<file path="src/rtl/irq_controller.sv">
// rtl/irq_controller.sv - interrupt controller: edge/level capture, masking, fixed priority, INTR/INTA handshake
module irq_controller #(
    parameter int         NUM_IRQ     = 8,
    parameter logic [7:0] VECTOR_BASE = 8'h20
) (
    input  logic               clock,
    input  logic               reset,
    input  logic [NUM_IRQ-1:0] irq,
    input  logic               cfg_write,
    input  logic [1:0]         cfg_addr,
    input  logic [7:0]         cfg_wdata,
    output logic               intr,
    input  logic               inta,
    output logic [7:0]         vector,
    output logic               vector_valid,
    output logic [NUM_IRQ-1:0] pending,
    output logic [NUM_IRQ-1:0] in_service
);

    localparam logic [1:0] ST_IDLE = 2'd0;
    localparam logic [1:0] ST_REQ  = 2'd1;
    localparam logic [1:0] ST_RESP = 2'd2;

    localparam logic [1:0] ADDR_MASK = 2'd0;
    localparam logic [1:0] ADDR_EDGE = 2'd1;
    localparam logic [1:0] ADDR_BASE = 2'd2;
    localparam logic [1:0] ADDR_EOI  = 2'd3;

    logic [1:0]         state_q, state_d;
    logic               intr_q, intr_d;
    logic [7:0]         vector_q, vector_d;
    logic               vector_valid_q, vector_valid_d;
    logic [NUM_IRQ-1:0] pending_q, pending_d;
    logic [NUM_IRQ-1:0] in_service_q, in_service_d;
    logic [NUM_IRQ-1:0] mask_q, mask_d;
    logic [NUM_IRQ-1:0] edge_mode_q, edge_mode_d;
    logic [NUM_IRQ-1:0] irq_prev_q, irq_prev_d;
    logic [4:0]         base_q, base_d;

    logic               cand_found;
    logic [2:0]         cand_idx;
    logic               blocked;
    logic               eoi_found;
    logic [NUM_IRQ-1:0] eoi_clr;
    logic               ack_fire;
    logic [NUM_IRQ-1:0] ack_onehot;
    logic [NUM_IRQ-1:0] edge_set;

    // A line only qualifies if it outranks every line currently in service.
    always_comb begin
        cand_found = 1'b0;
        cand_idx   = 3'd0;
        blocked    = 1'b0;
        for (int i = 0; i < NUM_IRQ; i++) begin
            if (in_service_q[i]) begin
                blocked = 1'b1;
            end
            if (!blocked && !cand_found && pending_q[i] && !mask_q[i]) begin
                cand_found = 1'b1;
                cand_idx   = 3'(i);
            end
        end
    end

    always_comb begin
        eoi_found = 1'b0;
        eoi_clr   = '0;
        if (cfg_write && (cfg_addr == ADDR_EOI)) begin
            for (int i = 0; i < NUM_IRQ; i++) begin
                if (!eoi_found && in_service_q[i]) begin
                    eoi_clr[i] = 1'b1;
                    eoi_found  = 1'b1;
                end
            end
        end
    end

    assign ack_fire = (state_q == ST_REQ) && inta && cand_found;

    always_comb begin
        ack_onehot = '0;
        for (int i = 0; i < NUM_IRQ; i++) begin
            ack_onehot[i] = ack_fire && (cand_idx == 3'(i));
        end
    end

    assign edge_set = irq & ~irq_prev_q;

    always_comb begin
        irq_prev_d   = irq;
        in_service_d = (in_service_q & ~eoi_clr) | ack_onehot;
        pending_d    = pending_q;
        // Edge set beats the acknowledge clear when both land on one clock.
        for (int i = 0; i < NUM_IRQ; i++) begin
            if (edge_mode_q[i]) begin
                pending_d[i] = edge_set[i] | (pending_q[i] & ~ack_onehot[i]);
            end else begin
                pending_d[i] = irq[i];
            end
        end
    end

    always_comb begin
        mask_d      = mask_q;
        edge_mode_d = edge_mode_q;
        base_d      = base_q;
        if (cfg_write) begin
            case (cfg_addr)
                ADDR_MASK: mask_d      = cfg_wdata[NUM_IRQ-1:0];
                ADDR_EDGE: edge_mode_d = cfg_wdata[NUM_IRQ-1:0];
                ADDR_BASE: base_d      = cfg_wdata[7:3];
                default:   ;
            endcase
        end
    end

    always_comb begin
        state_d        = state_q;
        intr_d         = intr_q;
        vector_d       = vector_q;
        vector_valid_d = 1'b0;
        case (state_q)
            ST_IDLE: begin
                if (cand_found) begin
                    intr_d  = 1'b1;
                    state_d = ST_REQ;
                end
            end
            ST_REQ: begin
                if (inta) begin
                    intr_d         = 1'b0;
                    vector_valid_d = 1'b1;
                    state_d        = ST_RESP;
                    vector_d       = cand_found ? {base_q, cand_idx} : {base_q, 3'd7};
                end
            end
            ST_RESP: begin
                intr_d  = 1'b0;
                state_d = ST_IDLE;
            end
            default: begin
                intr_d  = 1'b0;
                state_d = ST_IDLE;
            end
        endcase
    end

    always_ff @(posedge clock or posedge reset) begin
        if (reset) begin
            state_q        <= ST_IDLE;
            intr_q         <= 1'b0;
            vector_q       <= 8'h00;
            vector_valid_q <= 1'b0;
            pending_q      <= '0;
            in_service_q   <= '0;
            mask_q         <= '1;
            edge_mode_q    <= '1;
            irq_prev_q     <= '0;
            base_q         <= VECTOR_BASE[7:3];
        end else begin
            state_q        <= state_d;
            intr_q         <= intr_d;
            vector_q       <= vector_d;
            vector_valid_q <= vector_valid_d;
            pending_q      <= pending_d;
            in_service_q   <= in_service_d;
            mask_q         <= mask_d;
            edge_mode_q    <= edge_mode_d;
            irq_prev_q     <= irq_prev_d;
            base_q         <= base_d;
        end
    end

    assign intr         = intr_q;
    assign vector       = vector_q;
    assign vector_valid = vector_valid_q;
    assign pending      = pending_q;
    assign in_service   = in_service_q;

endmodule

</file>
<file path="config.mk">
export PLATFORM = sky130hd
export DESIGN_NAME = irq_controller
export DESIGN_NICKNAME = d
export VERILOG_FILES = /design/src/rtl/irq_controller.sv
export SDC_FILE = /design/constraint.sdc
export NUM_CORES = 1
export LEC_CHECK = 0
export ABC_AREA = 1
export CORE_MARGIN = 2
export CORE_UTILIZATION = 25
export CTS_CLUSTER_SIZE = 12
export DETAILED_ROUTE_END_ITERATION = 6
export PLACE_DENSITY_LB_ADDON = 0.08
export SETUP_SLACK_MARGIN = 0.02
export SLEW_MARGIN = 20
export SYNTH_ARGS = -nofsm -noshare
export SYNTH_HDL_FRONTEND = slang
export SYNTH_SLANG_ARGS = --single-unit
</file>
<file path="constraint.sdc">
create_clock -name clock -period 2.4 [get_ports clock]
set_clock_uncertainty 0.05 [all_clocks]
set_input_delay 0.48 -clock clock [delete_from_list [all_inputs] [get_ports clock]]
set_output_delay 0.48 -clock clock [all_outputs]
set_load 0.01 [all_outputs]
</file>
-- Yosys cells after proc, flatten, opt, wreduce, memory -nomap -nowiden
Cells that the tools add are included.
- register bits: 57
- output and inout port bits: 26
- equal/unequal tests: 13
- multiplexer cells: 61
- bitwise gates (word level): 29
- reduce and logical (&&, ||, !) cells: 79
- operator list (cell ; number):
    1-bit 2-to-1 mux ; 49
    1-bit logical AND ; 41
    1-bit zero test ; 30
    3-bit 2-to-1 mux ; 7
    8-bit bitwise AND ; 2
    8-bit NOT ; 2
    3-bit equality test (second input constant) ; 4
    2-bit AND reduction ; 5
    1-bit bitwise AND ; 8
    8-bit 2-to-1 mux ; 1
    1-bit NOT ; 8
    1-bit OR ; 8
    8-bit OR ; 1
    3-bit by 2-bit equality test with 1-bit output (second input constant) ; 2
    2-bit by 1-bit equality test with 1-bit output (second input constant) ; 2
    2-bit equality test (second input constant) ; 2
    2-bit zero test ; 2
    2-bit 2-to-1 mux ; 2
    2-bit inequality test (second input constant) ; 2
    2-bit one-hot mux with 2 select lines ; 1
    3-bit by 1-bit equality test with 1-bit output (second input constant) ; 1
    3-bit zero test ; 1
    1-bit one-hot mux with 2 select lines ; 1

-- Longest topological paths before layout
Gate-level depths: netlist of the first run.
- depth after elaboration: 46
- depth in mapped cells: 14
- gate-level depth less buffers: 14

-- Least setup slack after synthesis of the first run
No wires, ideal clock.
- kind: reg-to-reg
- start: reg in_service_q[0], in the netlist in_service[0]
- end: reg pending_q[6], in the netlist pending[6]
- arrival: 1504 ps
- slack: 729 ps
- cell stages (with the launch flop): 11
- buffers on the path: 0
- period minus slack after synthesis: 1671 ps
- cells stage by stage: dfrtp_1 -> nor2_4 -> nand4_2 -> nor2_4 -> nand3_1 -> a21oi_1 -> nor2_1 -> nor2_2 -> nand2_1 -> nand2_1 -> nand2_1
- cells in the longest elaborated chain, start to end: 46
- RTL lines (element ; RTL line ; text):
    start: declaration ; 34 ; logic [NUM_IRQ-1:0] in_service_q, in_service_d;
    start signal: assignment ; 166 ; in_service_q <= in_service_d;
    1-bit 2-to-1 mux * ; 55 ; if (in_service_q[i]) begin
    1-bit zero test ; 58 ; if (!blocked && !cand_found && pending_q[i] && !mask_q[i]) begin
    1-bit logical AND (2 in series) ; 58 ;
    1-bit 2-to-1 mux ; 58 ;
    1-bit zero test ; 58 ;
    1-bit logical AND (3 in series) ; 58 ;
    1-bit 2-to-1 mux ; 58 ;
    1-bit zero test ; 58 ;
    [28 not listed] ; n/a ;
    3-bit 2-to-1 mux or 1-bit 2-to-1 mux (tied branches) ; 58 ;
    3-bit equality test or 1-bit logical AND (tied branches) ; 83, 78 ;
    1-bit logical AND * ; 83 ; ack_onehot[i] = ack_fire && (cand_idx == 3'(i));
    1-bit NOT * ; 96 ; pending_d[i] = edge_set[i] | (pending_q[i] & ~ack_onehot[i]);
    1-bit bitwise AND * ; 96 ;
    1-bit OR * ; 96 ;
    1-bit 2-to-1 mux * ; 95 ; if (edge_mode_q[i]) begin
    via pending_d[6] ; 33 ; logic [NUM_IRQ-1:0] pending_q, pending_d;
    end signal: assignment ; 165 ; pending_q <= pending_d;
    end: declaration ; 33 ;
Mark *: on every way through the listed nets, which the timed path passes. The rest lies on a longest branch.
A chain may end at the register's enable or synchronous reset.

-- Final worst setup path of the first run
- start: reg in_service_q[0], in the netlist in_service[0]
- end: reg pending_q[5], in the netlist pending[5]
The elaborated chain is that of the path after synthesis.

==> results of run 1 <==
[power by group through the flow]
stage	Clock [mW]	Sequential (mW)	Combinational (mW)
after global routing	0.586	1.40	1.51
after floorplan	0	1.41	0.746
final	0.519	1.36	1.33
after CTS	0.552	1.37	1.36
after global placement	0	1.38	1.35
after detailed placement	0	1.38	1.35
[worst min-delay path by stage]
stage | endpoint | slack (ps) | depth (start not counted)
finish | vector[3] | 430 | 2
global route | vector[3] | 460 | 2
CTS | vector[3] | 440 | 2
detailed placement | vector[3] | 410 | 2
global placement | vector[6] | 410 | 2
floorplan | vector[3] | 390 | 2
[metal layers]
metal,vias up,global-route usage,part of all wire
met3,5,0.0231,0.028
li1,1005,-,-
met1,862,0.169,0.50
met2,26,0.175,0.45
met5,-,0,0
met4,0,0.0364,0.013
[through the flow]
stage | total power [mW] | hold WS, ps | cell area (um2)
after floorplan | 2.16 | 392 | 2450
after global placement | 2.74 | 409 | 3130
after detailed placement | 2.73 | 412 | 3130
after CTS | 3.27 | 439 | 3210
after global routing | 3.50 | 455 | 3210
final | 3.20 | 428 | 3210
[cell usage in the layout (no fill, tap or decap), types with 3 or more instances in the layout]
cell / Yosys / final
a21oi_1: 5 / 5
buf_4: 0 / 4
clkbuf_8: 0 / 5
clkdlybuf4s50_1: 0 / 47
dfrtp_1: 39 / 39
dfstp_2: 17 / 17
inv_1: 42 / 41
nand2_1: 93 / 93
nand3_1: 17 / 17
nand3_2: 3 / 3
nor2_1: 20 / 20
nor2_2: 7 / 7
o21ai_0: 29 / 29
[sequential cells by signal, indices dropped and copies added, names as in the netlist]
signal	count
irq_prev_q	8
edge_mode_q	8
base_q	5
mask_q	8
vector	8
in_service	8
state_q	2
vector_valid	1
pending	8
[layout make-up]
| class | count | area [um2] | share of cell area |
|---|---|---|---|
| tap | 133 | 166 | 0.0518 |
| sequential | 56 | 1420 | 0.443 |
| inverter | 44 | 165 | 0.0514 |
| multi-input combinational | 186 | 852 | 0.265 |
| clock buffer | 6 | 72.6 | 0.0226 |
| clock inverter | 2 | 13.8 | 0.00428 |
| timing repair buffer | 52 | 520 | 0.162 |
[cell families after synthesis]
kind of cell | share of synthesized area
simple gates | 0.271
flops | 0.581
buf+inv | 0.0705
compound gates | 0.0767
[worst min-delay path, delay by kind of cell, from the launching register on]
kind / cells / cell delay (ps)
simple gates: 2 / 90
flops: 1 / 350
==> results_dict.tcl, run 1 <==
set metrics [dict create \
    grt_pass1_wl_um 9460 \
    gr-total-overflow 0 \
    final_nets 367 \
    cts_resized 0 \
    dr_total_vias 1898 \
    core_area_um2 9640 \
    synthTopCellsByArea "dfrtp_1, dfstp_2, nand2_1" \
    viasPerCell 3.96 \
    synth_seq_area_share 0.581 \
    finalSetupViolations 0 \
    fillers 1060 \
    fmax_mhz 528 \
    clkPwrFrac 0.162 \
    status "finished, final reports clean" \
    finish.utilization 0.333 \
    synth.distinct_cells 22 \
    syn2layout_area_growth_pct 31.3 \
    cp_cell_sequence "nor2_4 -> nand4_2 -> nor2_4 -> nand3_1 -> a21oi_1 -> nor2_1 -> nor2_2 -> nand2_1 -> nand2_1 -> nand2_1" \
    final_antenna_net_count 0 \
    p_sw_frac 0.378 \
    drtPass1Iterations 4 \
    ys_async_sr_fraction 1.00 \
    r2r_setup_slack_ps 510 \
    ys_warn_count 0 \
    avgSynthCellArea_um2 8.50 \
    ys_top_cells_by_count "nand2_1, inv_1, dfrtp_1" \
    clk_pin_slew_ps 100 \
    synth_top_cell_by_area "dfrtp_1" \
    setup_tns_ps 0 \
    leakagePower_nw 1.57 \
    yosysMostFrequentCell "nand2_1" \
    hp-start "base_q[0]" \
    wl_per_cell_um 11.8 \
    pre_cts_ws_ps 508 \
    cp.required_ps 2560 \
    clk_latency_ps 310 \
    finalHoldViolCount 0 \
    worstMarginPinSlew_ps 401 \
    grt_usage 0.116 \
    cp-start-kind "flip-flop" \
    p_int_mw 1.99 \
    maxCapViolCount 0 \
    start_util 0.254 \
    die_area_um2 10600 \
    synth_top_area_frac 0.399 \
    critPathMostFrequentCell "nand2_1" \
    end_kind "flip-flop" \
    antenna_found_initial 0 \
    path_max_fanout 5 \
    portBuffers 47 \
    fin_crit_sh 0.789 \
    cp_num_cells 10 \
    dp.cells 471 \
    regToRegStartpoint "in_service[0]" \
    totalWireLength_um 5660 \
    finalMaxSlewViolations 0 \
    chipHeight_um 103 \
    synth_seq_cells 56 \
    p_sw_mw 1.21 \
    gp_routability_congestion 0.715 \
    cp_num_buf_inv 0 \
    grt_pass1_vias 1824 \
    num_io_pins 48 \
    grt_setup_unrepaired "false" \
    antenna_cells 0 \
    reg2regPathDepth 10 \
    synthFlopType "dfrtp_1" \
    power_frac_comb 0.414 \
    hold_class "reg2reg" \
    crit-reg2reg-capture "pending[5]" \
    slew_headroom 0.730 \
    cts_sinks 56 \
    cts_setup_buffers 0 \
    finalCriticalPeriod_ps 1890 \
    ir_worst_vdd_uv 270 \
    dp.final_hpwl_um 4310 \
    worst_slack_ps 506 \
    synthesis.nets 310 \
    crit_arrival_ps 2050 \
    instances_no_fill 479 \
    endpoint "pending[5]" \
    max_stage_delay_ps 450 \
    cts_tree "done" \
    p_per_area_nw_per_um2 997 \
    worst_path_max_delay_cell "dfrtp_1" \
    holdBufCountCts 0 \
    cts-root-buf "clkbuf_8" \
    crit_family "simple AND/OR/NAND/NOR gates" \
    drtIter0Drc 111 \
    clockBufferDepth 2 \
    synth-edff-count 0 \
    critPathKind "reg2reg" \
    numCtsBuffers 5 \
    startpoint "in_service[0]" \
    die_w_um 103 \
    cts_htree_levels 2 \
    drive_above_1_share 0.139 \
    syn_inst 288 \
    seqPwrFrac 0.424 \
    mappedNetlistArea_um2 2450 \
    drc_errors 0 \
    grt_max_degree 57 \
    rows 36 \
]
Power figures use the tool's default switching activity.
==> run 2: changes to the inputs <==
- clock period: 2.4 -> 1.8 ns (I/O delays scaled with it)
==> run 2 against run 1 <==
The run now ends with negative setup slack left. First-iteration DRC count down 47%. Via count up 3.5%. Global-route usage up 0.29 points. Clock-buffer cell count up 1. Die area unchanged. Design area up 5.7%. Sequential cell count unchanged. Critical path depth up 1. Routed wire length up 3.7%. Combinational power up 61%. Critical endpoint is now pending[6].
==> results_dict.tcl, run 2 (synthesis gave the netlist of run 1 again) <==
set metrics [dict create \
    final_nets 378 \
    gp_routability_congestion 0.753 \
    crit_arrival_ps 2010 \
    dp.final_hpwl_um 4390 \
    grt_usage 0.119 \
    fillers 1055 \
    cts_tree "done" \
    clk_latency_ps 300 \
    cts_htree_levels 2 \
    startpoint "in_service[0]" \
    regToRegStartpoint "in_service[0]" \
    clockBufferDepth 2 \
    drtIter0Drc 59 \
    critPathMostFrequentCell "nand2_1" \
    wl_per_cell_um 12.0 \
    slew_headroom 0.759 \
    start_util 0.254 \
    setup_tns_ps -78.1 \
    gr-total-overflow 0 \
    path_max_fanout 5 \
    maxCapViolCount 0 \
    status "complete, but fails checks" \
    cp-start-kind "flip-flop" \
    finalHoldViolCount 0 \
    final_area_um2 3400 \
    dr_total_vias 1965 \
    chipHeight_um 103 \
    place_area_um2 3160 \
    grt_setup_unrepaired "true" \
    final_antenna_net_count 0 \
    end_kind "flip-flop" \
    max_stage_delay_ps 450 \
    cp_cell_sequence "nor2_4 -> nand2_1 -> nand3_2 -> nor2_2 -> or2_1 -> nor2_2 -> nand2_2 -> nor2_1 -> nand2_1 -> nand2_1 -> nand2_1" \
    die_area_um2 10600 \
    drive_above_1_share 0.213 \
    grt_max_degree 57 \
    antenna_found_initial 0 \
    cts-root-buf "clkbuf_8" \
    totalWireLength_um 5870 \
    ir_worst_vdd_uv 401 \
    worst_path_max_delay_cell "dfrtp_2" \
    die_w_um 103 \
    finalSetupViolations 3 \
    cp.required_ps 1960 \
    leakagePower_nw 1.66 \
    critPathKind "reg2reg" \
    portBuffers 47 \
    p_per_area_nw_per_um2 1370 \
    fmax_mhz 540 \
    layout_commonest_cell "nand2_1" \
    antenna_cells 0 \
    final_cell_mix "nand2_1, clkdlybuf4s50_1, inv_1" \
    clk_pin_slew_ps 100 \
    hold_class "in2async" \
    worst_slack_ps -53.0 \
    drc_errors 0 \
    syn2layout_area_growth_pct 38.8 \
    num_io_pins 48 \
    rows 36 \
    timing.hold.ws_ps 354 \
    grt_pass1_vias 1972 \
    holdBufCountCts 0 \
    core_area_um2 9640 \
    cts_sinks 56 \
    finalMaxSlewViolations 0 \
    viasPerCell 4.01 \
    drtPass1Iterations 4 \
    fin_crit_sh 1.03 \
    worstMarginPinSlew_ps 360 \
    pre_cts_ws_ps -85.3 \
    finalCriticalPeriod_ps 1850 \
    grt_pass1_wl_um 9800 \
    failed_checks "negative setup slack" \
    numCtsBuffers 5 \
]
[run 2: cell count changes in the layout (fill, tap and decap cells not counted), sizes merged, moves of 2 or more]
cell,before,now
buf,5,16
clkdlybuf4s50,47,43
dlygate4sd2,0,2
dlymetal6s2s,0,2
[run 2: worst paths after layout]
path	end	slack, ps	depth (start not counted)
worst max-delay path	pending[6]	-50	11
worst min-delay path	vector[4]	350	3
worst max register to register	pending[6]	-50	11
worst min register to register	vector[3]	430	2
max in group asynchronous	mask_q[1]	1030	3
min in group clock	vector[3]	430	2
[run 2: where the power goes]
group	internal, mW	switching [mW]	leakage [nW]
combinational	0.970	1.17	0.965
clock	0.314	0.413	0.0445
sequential	1.59	0.197	0.654
[run 2: through the flow]
step,util,power (mW),cells
floorplan,-,2.88,288
global placement,0.328,3.71,476
detailed placement,0.328,3.69,476
CTS,0.345,4.58,488
global route,0.352,5.05,490
finish,0.352,4.66,490
[run 2: layout make-up]
cell class                      instances  area (um2)  share of cell area
Sequential cell                        56        1420               0.419
Multi-Input combinational cell        186         938               0.276
Timing Repair Buffer                   63         606               0.178
Inverter                               44         168              0.0494
Tap cell                              133         166              0.0490
Clock buffer                            7        86.3              0.0254
Clock inverter                          1        7.51             0.00221
[run 2: critical path, delay by kind of cell, from the launching register on]
kind,cells,cell delay (ps)
simple gates,11,1240
flops,1,450
[run 2: per-layer routing]
| metal | GRT usage | part of all wire | up-vias |
|---|---|---|---|
| met5 | 0 | 0 | - |
| met4 | 0.0304 | 0.011 | 0 |
| met3 | 0.0231 | 0.027 | 6 |
| met2 | 0.182 | 0.45 | 30 |
| met1 | 0.174 | 0.51 | 908 |
| li1 | - | - | 1021 |
[run 2: timing repair]
| item | in CTS | in global routing |
|---|---|---|
| buffers inserted | 4 | 2 |
| pin swaps | 4 | 2 |
| resized for setup | 12 | 16 |
| endpoints found under the setup margin | 14 | 23 |
